`config.mk`:
```
export PLATFORM = sky130hd
export DESIGN_NAME = pool_wb_sink
export DESIGN_NICKNAME = d
export VERILOG_FILES = /design/src/rtl/pool_wb_sink.sv
export SDC_FILE = /design/constraint.sdc
export NUM_CORES = 1
export LEC_CHECK = 0
export BUFFER_PORTS_ARGS = -buffer_cell sky130_fd_sc_hd__buf_2
export CAP_MARGIN = 20
export CORE_ASPECT_RATIO = 0.75
export CORE_MARGIN = 2
export CORE_UTILIZATION = 54
export CTS_CLUSTER_DIAMETER = 80
export CTS_CLUSTER_SIZE = 10
export DETAILED_ROUTE_END_ITERATION = 6
export MAX_ROUTING_LAYER = met4
export PLACE_DENSITY = 0.77
export SETUP_SLACK_MARGIN = 0.1
export SYNTH_ARGS = -nofsm -noshare
export SYNTH_HDL_FRONTEND = slang
export SYNTH_SLANG_ARGS = --single-unit
export TNS_END_PERCENT = 20
```
`constraint.sdc`:
```
create_clock -name clk -period 5.3 [get_ports clk]
set_clock_uncertainty 0.05 [all_clocks]
set_input_delay 0 -clock clk [delete_from_list [all_inputs] [get_ports clk]]
set_output_delay 0 -clock clk [all_outputs]
set_load 0.02 [all_outputs]
```
`src/rtl/pool_wb_sink.sv`:
```
// Writeback sink for pooled results: buffers controller strobes in a show-ahead FIFO,
// drains them to the memory write port and signals when a whole frame has left the FIFO.
module pool_wb_sink #(
  parameter int unsigned ADDR_W    = 16,
  parameter int unsigned DATA_W    = 16,
  parameter int unsigned DEPTH     = 8,
  parameter int unsigned FRAME_LEN = 1024,
  parameter int unsigned AF_MARGIN = 2
) (
  input  logic                     clk,
  input  logic                     reset,
  input  logic                     wrb,
  input  logic [ADDR_W-1:0]        wrb_addr,
  input  logic [DATA_W-1:0]        wrb_data,
  output logic                     wrb_stall,
  output logic                     mem_wr_valid,
  input  logic                     mem_wr_ready,
  output logic [ADDR_W-1:0]        mem_wr_addr,
  output logic [DATA_W-1:0]        mem_wr_data,
  output logic                     frame_done,
  output logic                     overflow,
  input  logic                     clr_err,
  output logic [$clog2(DEPTH):0]   fill
);

  localparam int unsigned PTR_W  = $clog2(DEPTH);
  localparam int unsigned FILL_W = PTR_W + 1;
  localparam int unsigned CNT_W  = $clog2(FRAME_LEN + 1);

  localparam logic [1:0] IDLE   = 2'd0;
  localparam logic [1:0] ACTIVE = 2'd1;
  localparam logic [1:0] FLUSH  = 2'd2;
  localparam logic [1:0] DONE   = 2'd3;

  logic [ADDR_W-1:0] addr_mem [DEPTH];
  logic [DATA_W-1:0] data_mem [DEPTH];

  logic [PTR_W-1:0]  rd_ptr_q, rd_ptr_d;
  logic [PTR_W-1:0]  wr_ptr_q, wr_ptr_d;
  logic [FILL_W-1:0] fill_q, fill_d;
  logic [CNT_W-1:0]  in_cnt_q, in_cnt_d;
  logic [CNT_W-1:0]  out_cnt_q, out_cnt_d;
  logic [1:0]        state_q, state_d;
  logic              overflow_q, overflow_d;
  logic              stall_q, stall_d;

  logic pop, push, drop, room, open_state;

  assign mem_wr_valid = (fill_q != '0);
  assign pop          = mem_wr_valid && mem_wr_ready;
  assign open_state   = (state_q == IDLE) || (state_q == ACTIVE);
  // A full FIFO still takes a word when the head leaves in the same cycle.
  assign room         = (fill_q != FILL_W'(DEPTH)) || pop;
  assign push         = wrb && open_state && room;
  assign drop         = wrb && !push;

  // Head is gated so the port reads zero whenever nothing is buffered.
  assign mem_wr_addr = mem_wr_valid ? addr_mem[rd_ptr_q] : '0;
  assign mem_wr_data = mem_wr_valid ? data_mem[rd_ptr_q] : '0;

  assign fill       = fill_q;
  assign wrb_stall  = stall_q;
  assign overflow   = overflow_q;
  assign frame_done = (state_q == DONE);

  always_comb begin
    rd_ptr_d = pop  ? rd_ptr_q + PTR_W'(1) : rd_ptr_q;
    wr_ptr_d = push ? wr_ptr_q + PTR_W'(1) : wr_ptr_q;
    fill_d   = fill_q;
    if (push && !pop) begin
      fill_d = fill_q + FILL_W'(1);
    end else if (pop && !push) begin
      fill_d = fill_q - FILL_W'(1);
    end
    stall_d = ((DEPTH - 32'(fill_d)) <= AF_MARGIN);
  end

  always_comb begin
    in_cnt_d  = in_cnt_q;
    out_cnt_d = out_cnt_q;
    if (state_q == DONE) begin
      in_cnt_d  = '0;
      out_cnt_d = '0;
    end else begin
      if (push) in_cnt_d  = in_cnt_q + CNT_W'(1);
      if (pop)  out_cnt_d = out_cnt_q + CNT_W'(1);
    end
  end

  always_comb begin
    state_d = state_q;
    unique case (state_q)
      IDLE:    if (push) state_d = ACTIVE;
      ACTIVE:  if (push && (in_cnt_d == CNT_W'(FRAME_LEN))) state_d = FLUSH;
      FLUSH:   if (pop && (out_cnt_d == CNT_W'(FRAME_LEN))) state_d = DONE;
      DONE:    state_d = IDLE;
      default: state_d = IDLE;
    endcase
  end

  // A drop in the same cycle as clr_err keeps the flag set.
  always_comb begin
    overflow_d = overflow_q;
    if (drop) begin
      overflow_d = 1'b1;
    end else if (clr_err) begin
      overflow_d = 1'b0;
    end
  end

  always_ff @(posedge clk) begin
    if (push) begin
      addr_mem[wr_ptr_q] <= wrb_addr;
      data_mem[wr_ptr_q] <= wrb_data;
    end
  end

  always_ff @(posedge clk or negedge reset) begin
    if (!reset) begin
      rd_ptr_q   <= '0;
      wr_ptr_q   <= '0;
      fill_q     <= '0;
      in_cnt_q   <= '0;
      out_cnt_q  <= '0;
      state_q    <= IDLE;
      overflow_q <= 1'b0;
      stall_q    <= 1'b0;
    end else begin
      rd_ptr_q   <= rd_ptr_d;
      wr_ptr_q   <= wr_ptr_d;
      fill_q     <= fill_d;
      in_cnt_q   <= in_cnt_d;
      out_cnt_q  <= out_cnt_d;
      state_q    <= state_d;
      overflow_q <= overflow_d;
      stall_q    <= stall_d;
    end
  end

endmodule

```
==> reports/qor.csv, run 1 <==
stage;metric;value;unit
setup_path;r2r_start;fill[1]$_DFF_PN0_;
timing;finalHoldViolations;0;
floorplan;num_io_pins;77;
finish;fillers;1399;
detailed_routing;routedWlPerCell;22.06;um
power_and_ir_drop;switchingPower;2510;uW
clocking;cts_tree;built;
setup_path;critPathRequiredTime;5.63;ns
synth;yosysUniqueCellTypes;50;
synth;synth_area;11890;um2
global_route;grt_max_degree;47;
clocking;clk_latency;0.50;ns
hold_path;hold_class;primary input to async pin;
detailed_routing;ant_nets;0;
floorplan;die-area;23230;um2
synth;syn-mean-instance-area;18.66;um2
finish;fin_area;14060;um2
floorplan;start_util;55.67;%
global_route;overflow;0;
timing;slew_viol_final;0;
timing;tns;0;ns
setup_path;start_kind;flop;
power_and_ir_drop;combPwrFrac;30.6;%
floorplan;dieHeight;132.5;um
setup_path;reg2reg_depth;11;
placement;place.gp.congestion;0.8008;
setup_path;path_class;flop to flop;
placement;hpwlAfterDp;13440;um
power_and_ir_drop;p_leak;0.004936;uW
setup_path;cpPeakStageDelay;0.49;ns
detailed_routing;first_pass_iters;5;
detailed_routing;viasPerCell;5.853;
synth;synth_cells;637;
synth;ys_async_sr_fraction;12.33;%
synth;syn_nets;685;
setup_path;crit_slowest_cell;buf_4;
timing;min_period_over_period;64.79;%
setup_path;cp_data_arrival_time;3.77;ns
placement;io_buffer_count;76;
clocking;htree_num_levels;2;
setup_path;cp_num_buf_inv;3;
setup_path;r2r-end;state_q[1]$_DFFE_PN0P_;
synth;synthFlopType;edfxtp_1;
clocking;cts_root_buf;clkbuf_16;
timing;rsz0062_at_grt;false;
floorplan;fp.dieW;175.3;um
synth;ys_warn_count;0;
synth;yosys.area_share.simple;5.484;%
detailed_routing;drtIter0Drc;503;
floorplan;rows;46;
finish;multi_input_area;3159;um2
clocking;cts_made_buffers;35;
synth;synth-xor-area-share;2.200;%
synth;synth_compound_area_share;1.968;%
synth;yosysMostFrequentCell;edfxtp_1;
detailed_routing;wl;23690;um
synth;synth_largest_area_cell;edfxtp_1;
clocking;clk_pin_slew;0.06;ns
power_and_ir_drop;p_seq_share;42.4;%
global_route;grt_pass1_wl;36980;um
clocking;cts_sinks;292;
global_route;antenna_found_initial;1;
floorplan;core;21350;um2
clocking;post_cts_buffers;0;
timing;max-slew-margin-rel;30.10;%
power_and_ir_drop;p_clk_share;27.0;%
power_and_ir_drop;switching_share;32.59;%
synth;yosysTopAreaCellShare;64.67;%
setup_path;crit_fanout;39;
global_route;grt_use_total;21.66;%
setup_path;cp_cell_sequence;inv_1 -> ha_1 -> nor3b_4 -> buf_4 -> inv_2 -> and2_1 -> nand4_1 -> mux2_2 -> nor4bb_1 -> o21ai_2 -> mux2_4;
power_and_ir_drop;report.power.total;7701;uW
power_and_ir_drop;ir_drop;0.3375;mV
timing;worstMarginPinSlew;1.043;ns
synth;synth_common_cells;edfxtp_1 (256), mux4_2 (64), nor2_1 (58);
power_and_ir_drop;power_density;547.7;nW/um2
global_route;grt_pass1_vias;6562;
timing;period_needed;3.434;ns
finish;drive_above_1_share;28.41;%
synth;synth_mux_area_share;15.23;%
synth;seq_area_frac_synth;72.25;%
detailed_routing;drc;0;
detailed_routing;vias;6286;
clocking;cts.path.max_buffers;3;
timing;setup_violations;0;
setup_path;worst_setup_path_end_kind;flop;
synth;synthAdderAreaFrac;1.158;%
synth;synth_edf_count;256;
setup_path;cpLargestDelayFamily;simple AND/OR/NAND/NOR gates;
placement;placed_cell_area;12700;um2
timing;fmax;291.2;MHz
flow_run;max-cap-violations;0;
synth;synth_top_family_by_area;multiplexers;
synth;yosys-top-cells-area;edfxtp_1 (65%), mux4_2 (12%), dfrtp_1 (7.6%);
power_and_ir_drop;internal_power;5191;uW
finish;areaGrowthSynthToFinish;18.29;%
synth;synth-seq-cells;292;
run_status;status;finished, final reports clean;
finish;seqCellArea;8594;um2
setup_path;r2r_slack;1.87;ns
finish;final_net_count;820;
worst max-delay path by stage:
stage	depth (start not counted)	start	end	slack, ns
6_report	11	fill[1]$_DFF_PN0_	state_q[1]$_DFFE_PN0P_	1.87
5_1_grt	11	fill[1]$_DFF_PN0_	state_q[1]$_DFFE_PN0P_	1.68
4_1_cts	11	fill[1]$_DFF_PN0_	state_q[1]$_DFFE_PN0P_	1.89
3_5_place_dp	11	fill[1]$_DFF_PN0_	state_q[1]$_DFFE_PN0P_	1.92
3_3_place_gp	7	fill[0]$_DFF_PN0_	addr_mem[1][1]$_DFFE_PP_	2.01
2_1_floorplan	7	fill[1]$_DFF_PN0_	addr_mem[4][0]$_DFFE_PP_	0.86
area by class of cell:
| cell class | instances | area share, % |
|---|---|---|
| Multi-Input combinational cell | 302 | 22.47 |
| Inverter | 12 | 0.3203 |
| Sequential cell | 292 | 61.12 |
| Clock inverter | 3 | 0.2403 |
| Clock buffer | 47 | 6.700 |
| Tap cell | 288 | 2.563 |
| Antenna cell | 1 | 0.01780 |
| Timing Repair Buffer | 129 | 6.567 |
power by group through the flow:
stage | clock network, uW | registers, uW | logic (uW)
CTS | 2120 | 3270 | 2380
global placement | 0 | 3280 | 2270
global route | 2210 | 3320 | 2530
finish | 2080 | 3270 | 2360
floorplan | 0 | 3100 | 1790
detailed placement | 0 | 3310 | 2350
per-layer routing:
metal / vias up / share of wire [%] / global-route usage (%)
li1: 2782 / - / -
met1: 3246 / 43 / 29.67
met2: 216 / 49 / 34.03
met3: 42 / 5.8 / 4.109
met4: 0 / 1.8 / 5.602
met5: - / 0 / -
stage by stage:
| stage | hold slack, ns | setup slack (ns) | instances | utilization [%] |
|---|---|---|---|---|
| 2_1_floorplan | -0.3456 | 0.8564 | 637 | - |
| 3_3_place_gp | 0.07400 | 2.008 | 983 | 59.24 |
| 3_5_place_dp | 0.09324 | 1.920 | 985 | 59.46 |
| 4_1_cts | 0.1197 | 1.893 | 1072 | 65.77 |
| 5_1_grt | 0.1883 | 1.679 | 1074 | 65.85 |
| 6_report | 0.08336 | 1.866 | 1074 | 65.85 |
kinds of logic (layout without fill, tap and decap cells):
kind of cell | Yosys count | after routing
multiplexers | 100 | 100
buffers and inverters | 43 | 191
AND/OR/NAND/NOR | 132 | 132
adder cells (fa/ha/maj) | 11 | 11
other | 0 | 1
flip-flops | 292 | 292
AO/OA/AOI/OAI | 30 | 30
XOR/XNOR | 29 | 29
placed cells by master, fill, tap and decap left out, drive strengths merged, types with 3 or more instances in the layout:
master	netlist	routed
nor3	10	10
mux2i	32	32
nor2	58	58
edfxtp	256	256
ha	11	11
a211oi	3	3
xnor2	25	25
nor4b	4	4
a21oi	7	7
nand3	11	11
inv	12	14
xor2	4	4
nand2	23	23
mux4	64	64
clkbuf	15	47
nand4	6	6
buf	16	92
mux2	4	4
nor4	7	7
o21ai	7	7
dlygate4sd3	0	37
dfrtp	36	36
flip-flops by register name, summed over array words and instances, names as in the netlist:
signal	count
addr_mem	128
data_mem	128
fill	4
in_cnt_q	11
out_cnt_q	11
overflow	1
rd_ptr_q	3
state_q	2
wr_ptr_q	3
wrb_stall	1
timing repair:
item,CTS,global route
resized for setup,0,0
endpoints found under the hold margin,297,0
hold buffers,37,0
(Power assumes the default switching activity.)
==> run 2: changes to the inputs <==
--- a/config.mk
+++ b/config.mk
@@ -9,12 +9,12 @@
 export CAP_MARGIN = 20
 export CORE_ASPECT_RATIO = 0.75
 export CORE_MARGIN = 2
-export CORE_UTILIZATION = 54
+export CORE_UTILIZATION = 55
 export CTS_CLUSTER_DIAMETER = 80
 export CTS_CLUSTER_SIZE = 10
 export DETAILED_ROUTE_END_ITERATION = 6
 export MAX_ROUTING_LAYER = met4
-export PLACE_DENSITY = 0.77
+export PLACE_DENSITY = 0.75
 export SETUP_SLACK_MARGIN = 0.1
 export SYNTH_ARGS = -nofsm -noshare
 export SYNTH_HDL_FRONTEND = slang
==> constraint.sdc (replaced) <==
create_clock -name clk -period 3.23 [get_ports clk]
set_clock_uncertainty 0.05 [all_clocks]
set_input_delay 0 -clock clk [delete_from_list [all_inputs] [get_ports clk]]
set_output_delay 0 -clock clk [all_outputs]
set_load 0.02 [all_outputs]
==> run 2 against run 1 <==
Compared with the run above: critical path depth fell by 5; first-iteration DRC count rose by 45%; critical path type unchanged; core utilization increased by 0.94 points.
==> reports/qor.csv, run 2 (synthesis gave the netlist of run 1 again) <==
stage;metric;value;unit;change
run_status;status;finished, final reports clean;;
setup_path;r2r-end;addr_mem[6][4]$_DFFE_PP_;;
hold_path;hold_class;primary input to async pin;;
global_route;overflow;0;;unchanged
floorplan;start_util;56.12;%;+0.45 points
power_and_ir_drop;p_leak;0.004984;uW;+0.96%
placement;hpwlAfterDp;14480;um;+7.8%
timing;worst_slack;0.2713;ns;-1.595 ns
power_and_ir_drop;ir_drop;0.5091;mV;+51%
timing;min_period_over_period;91.60;%;+27 points
placement;io_buffer_count;76;;unchanged
setup_path;critPathCapture;addr_mem[6][4]$_DFFE_PP_;;
detailed_routing;wl;24310;um;+2.6%
floorplan;die-area;22820;um2;-1.8%
timing;hold_ws;0.07045;ns;-0.01291 ns
timing;setup_violations;0;;unchanged
timing;tns;0;ns;unchanged
setup_path;cpPeakStageDelay;0.85;ns;+0.36 ns
timing;fmax;338.0;MHz;+16%
timing;max-slew-margin-rel;31.86;%;+1.8 points
global_route;use_met2;34.09;%;+0.053 points
setup_path;r2r_slack;0.27;ns;-1.59 ns
flow_run;max-cap-violations;0;;unchanged
clocking;clk_latency;0.51;ns;about the same
power_and_ir_drop;power_density;897.8;nW/um2;+64%
setup_path;critPathRequiredTime;3.36;ns;-2.27 ns
timing;worstMarginPinSlew;1.019;ns;-0.02403 ns
setup_path;crit_slowest_cell;nor3_4;;
clocking;clk_pin_slew;0.06;ns;about the same
finish;final_common_cell;edfxtp_1;;
setup_path;critPathLaunch;fill[1]$_DFF_PN0_;;
clocking;cts_tree;built;;
finish;drive_above_1_share;29.91;%;+1.5 points
setup_path;path_depth;6;;-5
clocking;cts.path.max_buffers;3;;unchanged
floorplan;rows;46;;unchanged
setup_path;worst_setup_path_end_kind;flop;;
floorplan;core;21180;um2;-0.81%
timing;slew_viol_final;0;;unchanged
detailed_routing;first_pass_iters;5;;unchanged
floorplan;fp.dieW;173.8;um;-0.89%
finish;final_net_count;832;;+1.5%
floorplan;num_io_pins;77;;unchanged
power_and_ir_drop;report.power.total;12700;uW;+65%
global_route;grt_pass1_vias;6711;;+2.3%
setup_path;cpLargestDelayFamily;simple AND/OR/NAND/NOR gates;;
detailed_routing;routedWlPerCell;22.53;um;+2.2%
placement;pre_cts_ws;0.2539;ns;-1.666 ns
finish;final_cell_mix;edfxtp_1 (256), buf_2 (76), mux4_2 (64), nor2_1 (55), dlygate4sd3_1 (37);;
clocking;post_cts_buffers;0;;unchanged
global_route;grt.busiest_layer;met2;;
floorplan;dieHeight;131.3;um;-0.88%
setup_path;start_kind;flop;;
clocking;cts_sinks;292;;unchanged
global_route;grt_max_degree;49;;+4.3%
global_route;globalRouteMet3Util;5.006;%;+0.90 points
global_route;gr-usage-met1;33.81;%;+4.1 points
setup_path;cp_cell_sequence;inv_1 -> ha_1 -> nor4bb_4 -> or2_2 -> nor3_4 -> buf_4;;
clocking;htree_num_levels;2;;unchanged
clocking;cts_root_buf;clkbuf_16;;
timing;period_needed;2.959;ns;-0.4751 ns
setup_path;r2r_start;fill[1]$_DFF_PN0_;;
detailed_routing;drtIter0Drc;731;;+45%
setup_path;reg2reg_depth;6;;-5
detailed_routing;drc;0;;unchanged
timing;rsz0062_at_grt;true;;
timing;finalHoldViolations;0;;unchanged
setup_path;crit_fanout;17;;-56%
global_route;antenna_found_initial;1;;unchanged
setup_path;cp_num_buf_inv;2;;-1
detailed_routing;vias;6339;;+0.84%
finish;largestRegisters;addr_mem: 128 flops, data_mem: 128 flops;;
global_route;grt_pass1_wl;39030;um;+5.5%
detailed_routing;viasPerCell;5.875;;+0.38%
global_route;grt_use_total;23.14;%;+1.5 points
setup_path;path_class;flop to flop;;
finish;areaGrowthSynthToFinish;19.01;%;
clocking;cts_made_buffers;35;;unchanged
detailed_routing;ant_nets;0;;unchanged
placement;place.gp.congestion;0.8284;;+3.4%
setup_path;cp_data_arrival_time;3.09;ns;-0.68 ns
[run 2: changes by cell type in the layout (fill, tap and decap cells not counted), sizes merged]
cell / previous run / this run
buf: 92 / 104
clkinv: 1 / 0
diode: 1 / 2
clkbuf: 47 / 40
[run 2: how the worst min path moves through the flow]
stage	to	slack, ns
floorplan	fill[0]$_DFF_PN0_	-0.35
global placement	in_cnt_q[9]$_DFF_PN0_	0.08
detailed placement	in_cnt_q[8]$_DFF_PN0_	0.09
CTS	in_cnt_q[9]$_DFF_PN0_	0.11
global route	in_cnt_q[9]$_DFF_PN0_	0.17
finish	in_cnt_q[8]$_DFF_PN0_	0.07
[run 2: worst register-to-register path: stages (launching register included)]
cell,delay (ns)
dfrtp_2,0.40
inv_1,0.10
ha_1,0.21
nor4bb_4,0.17
or2_2,0.40
nor3_4,0.85
buf_4,0.44
[run 2: through the flow]
step                      instance area, um2  utilization, %  instances
after global routing                   14140           66.78       1078
after global placement                 12850           60.68        998
final                                  14150           66.79       1079
after detailed placement               12850           60.68        998
after floorplan                        11930               -        637
after CTS                              14130           66.74       1077
[run 2: timing repair]
item                                    4_1_cts  5_1_grt
resized for setup                             0        1
hold buffers                                 37        0
endpoints found under the setup margin        0       32
hold endpoints to repair                    297        0
[run 2: area by class of cell]
cell class | instances | area (um2)
diodes | 2 | 5.005
flip-flops and latches | 292 | 8597
inverters | 12 | 45.04
clock buffers | 40 | 894.6
repair buffers | 141 | 1036
clock inverters | 2 | 17.52
fillers | 1414 | 7034
well taps | 288 | 360.3
multi-input cells | 302 | 3191
[run 2: routing by layer]
layer / share of wire [%] / wire, um
met1: 44 / 10780
met2: 47 / 11460
met3: 7.0 / 1697
met4: 1.5 / 369
met5: 0 / 0
[run 2: power by group]
part / leakage, uW / internal, uW / switching [uW] / total [uW]
clock: 0.000446 / 1940 / 1360 / 3290
sequential: 0.00277 / 4760 / 544 / 5300
combinational: 0.00176 / 1840 / 2260 / 4100
total: 0.00498 / 8540 / 4160 / 12700
